==> config.mk <==
export PLATFORM = sky130hd
export DESIGN_NAME = nap_alarm_trigger
export DESIGN_NICKNAME = d
export VERILOG_FILES = /design/src/rtl/nap_alarm_trigger.sv
export SDC_FILE = /design/constraint.sdc
export NUM_CORES = 1
export LEC_CHECK = 0
export ABC_AREA = 1
export CAP_MARGIN = 10
export CORE_MARGIN = 2
export CORE_UTILIZATION = 53
export CTS_CLUSTER_SIZE = 30
export DETAILED_ROUTE_END_ITERATION = 16
export PLACE_DENSITY = 0.95
export SLEW_MARGIN = 30
export SYNTH_ARGS = -nofsm -noshare
export SYNTH_HDL_FRONTEND = slang
export SYNTH_SLANG_ARGS = --single-unit
==> constraint.sdc <==
create_clock -name clk -period 4.75 [get_ports clk]
set_input_delay 1.1875 -clock clk [delete_from_list [all_inputs] [get_ports clk]]
set_output_delay 1.1875 -clock clk [all_outputs]
set_load 0.05 [all_outputs]
==> src/rtl/nap_alarm_trigger.sv <==
// ============================================================================
// nap_alarm_trigger : wake-alarm FSM (IDLE/ARMED/RINGING/DONE) with BCD
//                     time match, timed ring with buzzer pattern, cancel/ack.
// Revision: 1.0
// ============================================================================
`default_nettype none

module nap_alarm_trigger #(
    parameter int unsigned RING_SECONDS = 30,
    parameter logic [1:0]  IDLE_ST      = 2'd0,
    parameter logic [1:0]  ARMED_ST     = 2'd1,
    parameter logic [1:0]  RING_ST      = 2'd2,
    parameter logic [1:0]  DONE_ST      = 2'd3
) (
    input  logic        clk,
    input  logic        rst,
    input  logic        set_complete,
    input  logic [23:0] target_time,
    input  logic [23:0] cur_time,
    input  logic        sec_tick,
    input  logic        sharp,
    output logic        armed,
    output logic        alarm,
    output logic        buzz,
    output logic        nap_done,
    output logic [1:0]  state
);

    typedef enum logic [1:0] {
        S_IDLE  = IDLE_ST,
        S_ARMED = ARMED_ST,
        S_RING  = RING_ST,
        S_DONE  = DONE_ST
    } state_t;

    localparam logic [7:0] RING_LOAD = 8'(RING_SECONDS);

    state_t      cur_state;
    state_t      nxt_state;
    logic [23:0] target_reg;
    logic [7:0]  ring_cnt;
    logic [7:0]  nxt_cnt;
    logic        buzz_reg;
    logic        nxt_buzz;
    logic        armed_reg;
    logic        alarm_reg;
    logic        done_reg;
    logic        time_match;

    assign time_match = (target_reg == cur_time);

    always_ff @(posedge clk or negedge rst) begin
        if (!rst) begin
            cur_state  <= S_IDLE;
            target_reg <= 24'd0;
            ring_cnt   <= 8'd0;
            buzz_reg   <= 1'b0;
            armed_reg  <= 1'b0;
            alarm_reg  <= 1'b0;
            done_reg   <= 1'b0;
        end else begin
            cur_state <= nxt_state;
            ring_cnt  <= nxt_cnt;
            buzz_reg  <= nxt_buzz;
            armed_reg <= (nxt_state == S_ARMED);
            alarm_reg <= (nxt_state == S_RING);
            done_reg  <= (nxt_state == S_DONE);
            if (set_complete) begin
                target_reg <= target_time;
            end
        end
    end

    // set_complete outranks sharp, which outranks match/timeout.
    always_comb begin
        nxt_state = cur_state;
        nxt_cnt   = ring_cnt;
        nxt_buzz  = 1'b0;
        case (cur_state)
            S_IDLE: begin
                if (set_complete) begin
                    nxt_state = S_ARMED;
                end
            end
            S_ARMED: begin
                if (set_complete) begin
                    nxt_state = S_ARMED;
                end else if (sharp) begin
                    nxt_state = S_IDLE;
                end else if (time_match) begin
                    nxt_state = S_RING;
                    nxt_cnt   = RING_LOAD;
                    nxt_buzz  = 1'b1;
                end
            end
            S_RING: begin
                nxt_buzz = buzz_reg;
                if (set_complete) begin
                    nxt_state = S_ARMED;
                    nxt_buzz  = 1'b0;
                end else if (sharp) begin
                    nxt_state = S_DONE;
                    nxt_buzz  = 1'b0;
                end else if (sec_tick) begin
                    if (ring_cnt != 8'd0) begin
                        nxt_cnt = ring_cnt - 8'd1;
                    end
                    if (ring_cnt == 8'd1) begin
                        nxt_state = S_DONE;
                        nxt_buzz  = 1'b0;
                    end else begin
                        nxt_buzz = ~buzz_reg;
                    end
                end
            end
            S_DONE: begin
                nxt_state = S_IDLE;
            end
            default: begin
                nxt_state = S_IDLE;
            end
        endcase
    end

    assign armed    = armed_reg;
    assign alarm    = alarm_reg;
    assign buzz     = buzz_reg;
    assign nap_done = done_reg;
    assign state    = cur_state;

endmodule

`default_nettype wire

# After elaboration in Yosys (flattened, before gate mapping)
# Cells that the tools add are included.
[word_totals]
regBits = 38
input_bits = 53
ramBits = 0
elab_cells = 54
mem_count = 0
rom_bits = 0
latchBits = 0
out_inout_bits = 6
[op_classes]
div_mod_pow = 0
add_sub_neg = 1
n_mux = 25
magnitude_cmp = 0
n_mul = 0
bitwise = 1
reduce_logical = 4
n_eq_ne = 16
shift = 0
[ops]
columns = ["cell", "n"]
rows = [
  ["$mux W8", 7],
  ["$eq A24 B24 Y1", 1],
  ["$mux W2", 8],
  ["$pmux W8 S2", 1],
  ["$ne A2 B2 Y1 const B", 7],
  ["$eq A2 B2 Y1 const B", 4],
  ["$eq A8 B1 Y1 const B", 1],
  ["$pmux W2 S4", 1],
  ["$reduce_and A8 Y1", 1],
  ["$reduce_bool A8 Y1", 1],
  ["$sub A8 B1 Y8 const B", 1],
  ["$mux W1", 7],
  ["$eq A2 B1 Y1 const B", 2],
  ["$ne A4 B4 Y1 const B", 1],
  ["$logic_not A2 Y1", 1],
  ["$pmux W1 S2", 1],
  ["$reduce_bool A2 Y1", 1],
  ["$not A1 Y1", 1],
]

# Longest topological paths before layout
[logic_depth]
ltp_word = 7
ltp_mapped = 13
mapped_depth_nobuf = 13

# Worst setup path before layout
# Ideal clock, no wire load.
[synth_path]
kind = "input to register"
startpoint = "in cur_time[7]"
endpoint = "reg ring_cnt[6]"
path_buffers = 1
arrival_time_ps = 2147
required_time_ps = 4633
setup_slack_ps = 2486
setup_ps = 117
cell_stages = 10
path_cell_list = "xor2_1 > nor2_1 > nand2_1 > nor2_1 > nand3_2 > o21ai_2 > nand2_2 > buf_6 > nand2_2 > o21ai_2"
[synth_via]
elab_chain_cells = 3
[synth_rtl]
columns = ["item", "line", "text"]
rows = [
  ["from (decl)", "19", "input logic [23:0] cur_time,"],
  ["$eq A24 B24 Y1", "50", "assign time_match = (target_reg == cur_time);"],
  ["$ne A2 B2 Y1 (no line)", "-", ""],
  ["$reduce_and A8 Y1 (no line)", "-", ""],
  ["to (signal assigned)", "63", "ring_cnt <= nxt_cnt;"],
  ["to (decl)", "41", "logic [7:0] ring_cnt;"],
]
# No other way between the ends.
# A chain may end at the register's enable or synchronous reset.

# Worst setup path in the final report
[layout_path]
startpoint = "in set_complete"
endpoint = "reg ring_cnt[0]"
[layout_via]
elab_chain_cells = 2
elab_cells_between_ends = 3
classes_between = "eq/ne: 2; reduce/logical: 1"
[layout_rtl]
columns = ["item", "line", "text"]
rows = [
  ["from (decl)", "17", "input logic set_complete,"],
  ["$ne A2 B2 Y1 (no line)", "-", ""],
  ["$reduce_and A8 Y1 (no line) *", "-", ""],
]
# Mark *: on every way between the ends. The rest lies on a longest branch, timed or not.

==> metrics.md <==
| Metric | Value |
|---|---|
| WP data required | `4.92 ns` |
| DR iter-0 viols | `87` |
| Met1 WL | `2.12 mm` |
| CP Launch Type | `input port` |
| Internal | `0.000682 W` |
| Top layer in use | `met4` |
| Number of global-route vias before repair | `2164` |
| Crit-path slowest cell | `clkdlybuf4s50_1` |
| Diode count | `0` |
| Initial antenna violation count | `0` |
| Post-Place Cells | `roughly 430` |
| Htree depth | `2` |
| Die W | `69.4 µm` |
| First-pass iteration count of the detailed router | `4` |
| CTS tree | `yes` |
| Max-Cap Viols | `0` |
| Flop pwr share | `37.9%` |
| Setup Skew | `0.00548 ns` |
| Seq cells post-synth | `38` |
| Full die area | `roughly 0.0048 mm²` |
| CTS Hold Bufs | `0` |
| P&R area growth vs syn | `30.6%` |
| Setup_tns | `0 ns` |
| WL met3 | `230 µm` |
| Area of the multi-input gates | `between 0.001 and 0.0015 mm²` |
| Largest net degree at the start of global routing | `39` |
| Fin nets | `roughly 450` |
| I/O Buffers | `between 50 and 60` |
| Worst-Margin Slew | `0.827 ns` |
| Worst IR Drop VDD | `0.000305 V` |
| Yosys cell types | `22` |
| Cell area after synthesis | `between 0.002 and 0.0025 mm²` |
| Seq. cell area | `951 µm²` |
| Sink Count | `38` |
| Setup CP Type | `in2reg` |
| Met2 wire length | `roughly 2.6 mm` |
| WP buf/inv | `2` |
| Largest delay share family, worst path | `buffers and inverters` |
| Final HPWL DP | `3.84 mm` |
| Total track usage | `22.2%` |
| Logic pwr share | `42.8%` |
| Clock slew seen by the registers of the worst setup and hold paths | `0.07 ns` |
| Clock power share | `19.2%` |
| Starting density of the core | `between 50% and 60%` |
| Core area | `0.00406 mm²` |
| ANT nets after route | `0` |
| Cts bufs inserted | `5` |
| Rows | `23` |
| Status | `finished, final reports clean` |
| # DRC | `0` |
| Vias per std cell | `approximately 4.9` |
| P_leak | `1.58 nW` |
| YS warnings | `0` |
| CP max FO | `23` |
| Max reg flops | `24` |
| Post-CTS sizing | `0` |
| Setup crit end kind | `register` |
| WL final | `5.00 mm` |
| Total congestion overflow | `0` |
| Pwr/cell area | `381 mW/mm²` |
| Crit-path max cell delay | `0.80 ns` |
| WL/cell | `11.4 µm` |
| Period utilization | `slightly above 60%` |
| Sw frac | `about two fifths` |
| Worst EP arrival | `around 3 ns` |
| Final hold viol count | `0` |
| P_sw | `0.000448 W` |
| Pins over their slew limit | `0` |
| Minimum clock period | `2.91 ns` |
| Net Count, Synth | `390` |
| Crit path cell chain | `clkdlybuf4s50_1, inv_1, o21ai_0, a21oi_2, nand2_2, nand2_1, o21ai_2` |
| Clock Latency Late Sink | `0.29 ns` |
| Cells after Synth | `between 300 and 400` |
| Root Buffer | `clkbuf_8` |
| Global-route wire length before repair | `8.68 mm` |
| Avg Cell Area, Syn | `6.86 µm²` |
| Slew headroom | `44.8%` |
| Setup violators final | `0` |
| RSZ-0062 raised after global routing | `no` |
| Longest Clk Path Bufs | `2` |
| Tot Pwr | `0.00113 W` |
| # Post-CTS Setup Buffers | `0` |
| Top Ports | `59` |
| Fmax | `344 MHz` |
| Via count | `2133` |
| Final std cells w/o fill | `439` |
| Die span in y | `69.4 µm` |
| Share of layout cells above drive strength 1 | `6.43%` |
| Placer Congestion | `0.823` |
| Sequential area share after synthesis | `a little over two fifths` |
| Tightest Hold Check Type | `reg2reg` |
| Fillers | `320` |
area by class of cell:
class / instances / area share [%]
inverters: 60 / 7.60
multi-input cells: 226 / 35.8
repair buffers: 59 / 19.7
clock buffers: 6 / 2.79
well taps: 50 / 2.11
flip-flops and latches: 38 / 32.1
path summary, 6_finish.rpt:
check                      cells after the start  slack, ns            end           from
setup / recovery                               7       1.84    ring_cnt[0]   set_complete
hold / removal                                 2       0.50  target_reg[7]  target_reg[7]
setup reg to reg                               7       2.96    ring_cnt[0]       state[0]
hold reg to reg                                2       0.50  target_reg[7]  target_reg[7]
max in group asynchronous                      1       3.23  target_reg[9]            rst
min in group asynchronous                      1       0.99       state[0]            rst
per-layer routing:
| layer | up-vias | GRT usage [%] |
|---|---|---|
| met5 | - | 0 |
| met4 | 0 | 8.06 |
| met3 | 9 | 4.80 |
| met2 | 53 | 41.0 |
| met1 | 965 | 24.9 |
| li1 | 1106 | - |
through the flow:
step                area [µm²]  worst slack [ns]  utilization (%)  hold WS (ns)
floorplan                 2270              2.49                -         0.442
global placement          2880              1.65             71.0         0.464
detailed placement        2880              1.56             71.0         0.494
CTS                       2960              1.87             73.0         0.512
global route              2960              1.66             73.0         0.541
finish                    2960              1.84             73.0         0.505
cells in the mapped netlist, drive strengths merged:
| cell | n | share of area [%] |
|---|---|---|
| ha | 6 | 3.3 |
| inv | 60 | 9.9 |
| nand4 | 1 | 0.28 |
| dfrtp | 38 | 42 |
| nor3b | 1 | 0.33 |
| nor2 | 29 | 5.0 |
| o21ai | 31 | 8.2 |
| nor3 | 2 | 0.44 |
| a21oi | 5 | 1.3 |
| nor4 | 1 | 0.28 |
| clkbuf | 6 | 0.99 |
| xor2 | 7 | 2.7 |
| buf | 1 | 0.50 |
| nand3 | 9 | 2.2 |
| or2 | 2 | 0.55 |
| nand2 | 132 | 22 |
kinds of logic after synthesis:
family	after synthesis	synth area share, %
flops	38	41.9
fa+ha+maj	6	3.31
xor+xnor	7	2.70
compound gates	36	9.43
simple gates	177	31.3
buf+inv	67	11.4
power by group through the flow:
| stage | combinational [W] | sequential [W] | clock [W] |
|---|---|---|---|
| 6_report | 0.000484 | 0.000428 | 0.000217 |
| 5_1_grt | 0.000542 | 0.000434 | 0.000237 |
| 4_1_cts | 0.000487 | 0.000428 | 0.000223 |
| 3_5_place_dp | 0.000485 | 0.000433 | 0 |
| 3_3_place_gp | 0.000463 | 0.000429 | 0 |
| 2_1_floorplan | 0.000280 | 0.000489 | 0 |
cell usage in the layout, fill, tap and decap left out:
cell type and count:
buf_4 1, clkbuf_8 6, nand3_2 1, nor2_2 2
inv_1 58, nand2_1 129, nand2_2 3, a21oi_2 1
nand3_1 8, clkdlybuf4s50_1 57, o21ai_0 23, inv_2 2
a21oi_1 4, nor4_1 1, nor2_1 27, nor3b_1 1
buf_2 1, xor2_1 7, nand4_1 1, o21ai_2 8
nor3_1 2, or2_1 2, ha_1 6, dfrtp_1 38
worst reg2reg max path, delay by kind of cell, from the launching register on:
kind / cells / cell delay, ns
AOI/OAI and AO/OA: 3 / 0.36
adders and majority gates: 1 / 0.36
buffers and inverters: 1 / 0.11
DFF: 1 / 0.42
and+or+nand+nor: 2 / 0.40
Note: power is estimated with default switching activity, not from simulation.
